$ cat src/rtl/seq_det_pkg.sv
// Shared types and constants for the byte-serialising sequence detector.
// Latency: n/a (declarations only).
// Backpressure: n/a.
package seq_det_pkg;

  localparam int BYTE_W = 8;

  // Pattern loaded at reset: the classic "101" detector.
  localparam logic [2:0] PAT_DEFAULT = 3'b101;

  typedef enum logic [0:0] {
    IDLE  = 1'b0,
    SHIFT = 1'b1
  } state_e;

endpackage

$ cat src/rtl/seq_det_ctrl_if.sv
// Bus bundle between a byte source / config master and seq_det_ctrl.
// Latency: n/a (wires only).
// Backpressure: byte_valid/byte_ready handshake; the source holds the byte until ready.
// Ports: cfg_we/cfg_pattern/cfg_overlap (config), byte_valid/byte_data/byte_ready
//        (byte handshake), data_out/match_count/busy/done (status).
interface seq_det_ctrl_if #(
  parameter int PAT_W = 3,
  parameter int CNT_W = 8
);
  import seq_det_pkg::*;

  logic              cfg_we;
  logic [PAT_W-1:0]  cfg_pattern;
  logic              cfg_overlap;
  logic              byte_valid;
  logic [BYTE_W-1:0] byte_data;
  logic              byte_ready;
  logic              data_out;
  logic [CNT_W-1:0]  match_count;
  logic              busy;
  logic              done;

  modport master (
    output cfg_we, cfg_pattern, cfg_overlap, byte_valid, byte_data,
    input  byte_ready, data_out, match_count, busy, done
  );

  modport slave (
    input  cfg_we, cfg_pattern, cfg_overlap, byte_valid, byte_data,
    output byte_ready, data_out, match_count, busy, done
  );

endinterface

$ cat src/rtl/pattern_match.sv
// Serial pattern matcher: bit history, fill count, compare and overlap handling.
// Latency: match is combinational on the bit being consumed (bit_en && bit_in).
// Backpressure: none; consumes one bit per cycle whenever bit_en is high.
// Ports: clk, rstn (sync, active-low), clr (clear history), bit_en/bit_in (bit stream),
//        pattern (MSB = oldest bit), overlap, match.
module pattern_match #(
  parameter int PAT_W = 3
) (
  input  logic             clk,
  input  logic             rstn,
  input  logic             clr,
  input  logic             bit_en,
  input  logic             bit_in,
  input  logic [PAT_W-1:0] pattern,
  input  logic             overlap,
  output logic             match
);

  localparam int FILL_W = $clog2(PAT_W + 1);
  localparam logic [FILL_W-1:0] FILL_MAX = FILL_W'(PAT_W);
  localparam logic [FILL_W-1:0] FILL_ARM = FILL_W'(PAT_W - 1);

  // Only the newest PAT_W-1 bits are needed; the incoming bit completes the window.
  logic [PAT_W-2:0]  hist_q, hist_d;
  logic [FILL_W-1:0] fill_q, fill_d;

  assign match = bit_en && (fill_q >= FILL_ARM) && ({hist_q, bit_in} == pattern);

  always_comb begin
    hist_d = hist_q;
    fill_d = fill_q;
    if (clr) begin
      hist_d = '0;
      fill_d = '0;
    end else if (bit_en) begin
      hist_d = (PAT_W-1)'({hist_q, bit_in});
      // Non-overlapping: a new match must be built entirely from fresh bits.
      if (match && !overlap) begin
        fill_d = '0;
      end else if (fill_q != FILL_MAX) begin
        fill_d = fill_q + 1'b1;
      end
    end
  end

  always_ff @(posedge clk) begin
    if (!rstn) begin
      hist_q <= '0;
      fill_q <= '0;
    end else begin
      hist_q <= hist_d;
      fill_q <= fill_d;
    end
  end

endmodule

$ cat src/rtl/seq_det_ctrl.sv
// Byte front end for the serial pattern detector: shifts each accepted byte MSB-first.
// Latency: bit 7 consumed one cycle after handshake, done/next ready 9 cycles after it.
// Backpressure: byte_ready low while a byte is shifting or rstn is low; one byte per 9 cycles.
// Ports: clk, rstn (sync, active-low), bus (seq_det_ctrl_if.slave: config, byte
//        handshake, data_out pulse, saturating match_count, busy, done pulse).
module seq_det_ctrl
  import seq_det_pkg::*;
#(
  parameter int               PAT_W   = 3,
  parameter logic [PAT_W-1:0] PAT_RST = PAT_W'(PAT_DEFAULT),
  parameter int               CNT_W   = 8
) (
  input  logic          clk,
  input  logic          rstn,
  seq_det_ctrl_if.slave bus
);

  localparam int IDX_W = $clog2(BYTE_W);

  state_e            state_q, state_d;
  logic [BYTE_W-1:0] shreg_q, shreg_d;
  logic [IDX_W-1:0]  idx_q, idx_d;
  logic [CNT_W-1:0]  cnt_q, cnt_d;
  logic [PAT_W-1:0]  pat_q, pat_d;
  logic              ovl_q, ovl_d;
  logic              data_out_q;
  logic              done_q, done_d;

  logic pm_clr;
  logic bit_en;
  logic bit_in;
  logic match;
  logic handshake;

  assign bus.byte_ready  = rstn && (state_q == IDLE);
  assign bus.data_out    = data_out_q;
  assign bus.match_count = cnt_q;
  assign bus.busy        = (state_q == SHIFT);
  assign bus.done        = done_q;

  assign handshake = bus.byte_valid && bus.byte_ready;
  assign bit_en    = (state_q == SHIFT);
  assign bit_in    = shreg_q[idx_q];

  pattern_match #(
    .PAT_W (PAT_W)
  ) u_match (
    .clk     (clk),
    .rstn    (rstn),
    .clr     (pm_clr),
    .bit_en  (bit_en),
    .bit_in  (bit_in),
    .pattern (pat_q),
    .overlap (ovl_q),
    .match   (match)
  );

  always_comb begin
    state_d = state_q;
    shreg_d = shreg_q;
    idx_d   = idx_q;
    pat_d   = pat_q;
    ovl_d   = ovl_q;
    done_d  = 1'b0;
    pm_clr  = 1'b0;
    case (state_q)
      IDLE: begin
        // Config and a byte in the same cycle: the byte starts shifting next
        // cycle, so it naturally sees the new pattern and an empty history.
        if (bus.cfg_we) begin
          pat_d  = bus.cfg_pattern;
          ovl_d  = bus.cfg_overlap;
          pm_clr = 1'b1;
        end
        if (handshake) begin
          shreg_d = bus.byte_data;
          idx_d   = IDX_W'(BYTE_W - 1);
          state_d = SHIFT;
        end
      end
      SHIFT: begin
        idx_d = idx_q - 1'b1;
        if (idx_q == '0) begin
          state_d = IDLE;
          done_d  = 1'b1;
        end
      end
      default: state_d = IDLE;
    endcase
  end

  // The config clear only happens in IDLE and matches only in SHIFT, so they never collide.
  always_comb begin
    cnt_d = cnt_q;
    if (pm_clr) begin
      cnt_d = '0;
    end else if (match && (cnt_q != '1)) begin
      cnt_d = cnt_q + 1'b1;
    end
  end

  always_ff @(posedge clk) begin
    if (!rstn) begin
      state_q    <= IDLE;
      shreg_q    <= '0;
      idx_q      <= '0;
      cnt_q      <= '0;
      pat_q      <= PAT_RST;
      ovl_q      <= 1'b1;
      data_out_q <= 1'b0;
      done_q     <= 1'b0;
    end else begin
      state_q    <= state_d;
      shreg_q    <= shreg_d;
      idx_q      <= idx_d;
      cnt_q      <= cnt_d;
      pat_q      <= pat_d;
      ovl_q      <= ovl_d;
      data_out_q <= match;
      done_q     <= done_d;
    end
  end

endmodule

$ cat src/flat_wrapper.sv
// flat-port wrapper written by rule: the top's interface ports become plain ports
module seq_det_ctrl_flat import seq_det_pkg::*;
#(
  parameter int               PAT_W   = 3,
  parameter logic [PAT_W-1:0] PAT_RST = PAT_W'(PAT_DEFAULT),
  parameter int               CNT_W   = 8
)
  (clk, rstn, bus_cfg_we, bus_cfg_pattern, bus_cfg_overlap, bus_byte_valid, bus_byte_data, bus_byte_ready, bus_data_out, bus_match_count, bus_busy, bus_done);
  seq_det_ctrl_if #(.PAT_W(PAT_W), .CNT_W(CNT_W)) bus_i ();
  input  logic clk;
  input  logic rstn;
  input wire logic [$bits(bus_i.cfg_we)-1:0] bus_cfg_we;
  input wire logic [$bits(bus_i.cfg_pattern)-1:0] bus_cfg_pattern;
  input wire logic [$bits(bus_i.cfg_overlap)-1:0] bus_cfg_overlap;
  input wire logic [$bits(bus_i.byte_valid)-1:0] bus_byte_valid;
  input wire logic [$bits(bus_i.byte_data)-1:0] bus_byte_data;
  output wire logic [$bits(bus_i.byte_ready)-1:0] bus_byte_ready;
  output wire logic [$bits(bus_i.data_out)-1:0] bus_data_out;
  output wire logic [$bits(bus_i.match_count)-1:0] bus_match_count;
  output wire logic [$bits(bus_i.busy)-1:0] bus_busy;
  output wire logic [$bits(bus_i.done)-1:0] bus_done;
  assign bus_i.cfg_we = bus_cfg_we;
  assign bus_i.cfg_pattern = bus_cfg_pattern;
  assign bus_i.cfg_overlap = bus_cfg_overlap;
  assign bus_i.byte_valid = bus_byte_valid;
  assign bus_i.byte_data = bus_byte_data;
  assign bus_byte_ready = bus_i.byte_ready;
  assign bus_data_out = bus_i.data_out;
  assign bus_match_count = bus_i.match_count;
  assign bus_busy = bus_i.busy;
  assign bus_done = bus_i.done;
  seq_det_ctrl #(.PAT_W(PAT_W), .PAT_RST(PAT_RST), .CNT_W(CNT_W)) u_core (.clk(clk), .rstn(rstn), .bus(bus_i));
endmodule
$ cat config.mk
export PLATFORM = sky130hd
export DESIGN_NAME = seq_det_ctrl_flat
export DESIGN_NICKNAME = d
export VERILOG_FILES = /design/src/rtl/seq_det_pkg.sv /design/src/rtl/seq_det_ctrl_if.sv /design/src/rtl/pattern_match.sv /design/src/rtl/seq_det_ctrl.sv /design/src/flat_wrapper.sv
export SDC_FILE = /design/constraint.sdc
export NUM_CORES = 1
export LEC_CHECK = 0
export CORE_ASPECT_RATIO = 0.8
export CORE_MARGIN = 1.5
export CORE_UTILIZATION = 55
export DETAILED_ROUTE_END_ITERATION = 6
export PLACE_DENSITY = 0.9
export SETUP_SLACK_MARGIN = 0.02
export SYNTH_ARGS = -nofsm -noshare
export SYNTH_HDL_FRONTEND = slang
export SYNTH_SLANG_ARGS = --single-unit
export TNS_END_PERCENT = 100
$ cat constraint.sdc
create_clock -name clk -period 3.06 [get_ports clk]
set_input_delay 0.612 -clock clk [delete_from_list [all_inputs] [get_ports clk]]
set_output_delay 0.612 -clock clk [all_outputs]
set_load 0.03 [all_outputs]
==> flow_metrics.tcl <==
set metrics [dict create \
    drt_iter0_drc 84 \
    required_ns 2.45 \
    clock-sinks 30 \
    cp_top_family "buffers and inverters" \
    yosysSeqAreaShare_pct 40.3 \
    drtPass1Iterations 4 \
    synth_edf_count 0 \
    worstSetupEndpointType "output port" \
    insertion_delay_ns 0.34 \
    yosysTopAreaCell "dfxtp_1" \
    placed_cell_area_um2 1790 \
    syn-num-nets 177 \
    synth_area_leaders "dfxtp_1 (40%), mux2i_1 (8.7%), nor2b_1 (5.0%)" \
    first_global_vias 1245 \
    vias 1246 \
    n_antenna_cell 0 \
    cpMostUsedCell "clkdlybuf4s50_1" \
    synthTopCellsByCount "dfxtp_1 (30), nand2_1 (18), mux2i_1 (13), nor2b_1 (12), inv_1 (9)" \
    met3_usage_pct 8.92 \
    grt_util_met1_pct 28.6 \
    post_cts_buffers 0 \
    period_share_pct 83.6 \
    skew_ns 0.00999 \
    grt_pass1_wl_mm 5.50 \
    core_um2 2500 \
    stdcell_area_um2 1850 \
    die-area_um2 3030 \
    tns_ns 0 \
    setup_ws_ns 0.502 \
    top_usage_layer "met2" \
    cts_hold_buf 0 \
    avgSynthCellArea_um2 9.55 \
    place_ws_ns 0.506 \
    ys_ff_latch 30 \
    numCtsBuffers 5 \
    antenna_found_initial 0 \
    max_freq_ghz 0.391 \
    finalHoldViolations 0 \
    path_max_fanout 2 \
    critPathKind "primary input to output port" \
    max_stage_delay_ns 0.68 \
    cp_num_buf_inv 2 \
    synth-warning-count 0 \
    htreeDepth 2 \
    final_max_slew_viol_count 0 \
    synthFlopType "dfxtp_1" \
    power_density_nw_per_um2 440 \
    synth_top_area_share_pct 40.3 \
    synth.distinct_cells 38 \
    cp-start-kind "primary input" \
    num_rows 16 \
    grt_use_total_pct 25.0 \
    relSlewSlack_pct 26.4 \
    cp.arrival_ns 1.95 \
    grt_max_degree 22 \
    die_x_um 61.2 \
    postSynthCellCount 156 \
    crit_chain "clkdlybuf4s50_1 -> nor2b_1 -> clkdlybuf4s50_1" \
    dp_hpwl_mm 2.33 \
    tightest_slew_ns 1.10 \
    ir_drop_uv 430 \
    cts_buffer_depth 2 \
    clkTransAtPathRegs_ns 0.10 \
    drc 0 \
    die_h_um 49.6 \
    io_buffer_count 27 \
    hold_path_class "flop to flop" \
    rsz0062_at_grt "no" \
    p_total_mw 0.814 \
    wirelength_mm 3.22 \
    start_util_pct 59.5 \
    slowest_stage "clkdlybuf4s50_1" \
    io_pins 28 \
    synth.most_common_cell "dfxtp_1" \
    antenna_left 0 \
    finalSetupViolations 0 \
    wl_per_cell_um 14.5 \
    outcome "finished clean" \
    overflow 0 \
    clock-root-buffer "clkbuf_4" \
    syn_area_um2 1490 \
    place.gp.congestion 0.822 \
    drive_above_1_share_pct 9.14 \
    maxCapViolations 0 \
    vias_per_cell 5.61 \
    postSynth.asyncResetShare_pct 0 \
    fin_nets 206 \
    finalCriticalPeriod_ns 2.56 \
    cts_repair_resize_count 0 \
    leakage_nw 0.660 \
    area_growth_pct 24.1 \
    globalRouteMet2Util_pct 40.8 \
    cts_tree "done" \
]
[state kept, by name, indices dropped and copies added, names as in the netlist]
register                flops
u_core.bus.match_count      8
u_core.shreg_q              8
u_core.idx_q                3
u_core.pat_q                3
u_core.u_match.fill_q       2
u_core.u_match.hist_q       2
u_core.bus.busy             1
u_core.bus.data_out         1
u_core.bus.done             1
u_core.ovl_q                1
[routing by layer]
| layer | vias up | share of wire (%) |
|---|---|---|
| li1 | 618 | - |
| met1 | 589 | 43 |
| met2 | 26 | 50 |
| met3 | 13 | 4.1 |
| met4 | 0 | 3.1 |
| met5 | - | 0 |
[final timing paths]
check        cells after the start  slack [ns]                        end       startpoint
max                              3        0.50             bus_byte_ready             rstn
min                              2        0.48               u_core.ovl_q     u_core.ovl_q
max reg2reg                      5        0.70  u_core.bus.match_count[3]  u_core.idx_q[0]
min reg2reg                      2        0.48               u_core.ovl_q     u_core.ovl_q
[where the power goes]
group | switching, mW | total [mW] | internal, mW
logic | 0.0681 | 0.135 | 0.0666
registers | 0.0215 | 0.432 | 0.410
clock network | 0.136 | 0.247 | 0.111
total | 0.226 | 0.814 | 0.588
[logic make-up (layout without fill, tap and decap cells)]
group | Yosys count | in the layout | synth area share, %
AOI/OAI and AO/OA | 23 | 23 | 10.7
xor gates and xnor gates | 3 | 3 | 1.76
adders and majority gates | 5 | 5 | 4.20
buffers and inverters | 17 | 47 | 4.87
DFF | 30 | 30 | 40.3
muxes | 16 | 16 | 13.3
and+or+nand+nor | 62 | 62 | 24.9
[cell usage in the layout, fill, tap and decap left out, types with 2 or more instances in the layout]
master           count
a21oi_1              7
and2_1               2
and3_1               2
and4_1               3
buf_4                3
clkbuf_4             5
clkdlybuf4s50_1     27
dfxtp_1             30
ha_1                 5
inv_1                9
mux2i_1             13
mux4_2               2
nand2_1             18
nand2b_1             4
nand3_1              6
nor2_1               4
nor2b_1             12
nor3_1               2
nor4_2               2
o2111ai_1            2
o211ai_1             2
o21ai_0              2
o31ai_1              2
o41ai_1              3
xnor2_1              3
[tightest hold or removal path, stage by stage, from the launching register on]
cell,delay (ns)
dfxtp_1,0.32
nand2_1,0.05
nand3_1,0.06
[cell type report]
| class | count | area, µm² |
|---|---|---|
| Clock buffer | 7 | 55.1 |
| Clock inverter | 1 | 5.00 |
| Fill cell | 186 | 653 |
| Inverter | 9 | 33.8 |
| Multi-Input combinational cell | 109 | 817 |
| Sequential cell | 30 | 601 |
| Tap cell | 36 | 45.0 |
| Timing Repair Buffer | 30 | 293 |
[per-stage QoR]
stage / util (%) / hold WS (ns) / std cells
after floorplan: - / 0.442 / 156
after global placement: 71.5 / 0.461 / 214
after detailed placement: 71.5 / 0.463 / 214
after CTS: 73.9 / 0.480 / 222
after global routing: 73.9 / 0.523 / 222
final: 73.9 / 0.478 / 222
Note: power is estimated with default switching activity, not from simulation.
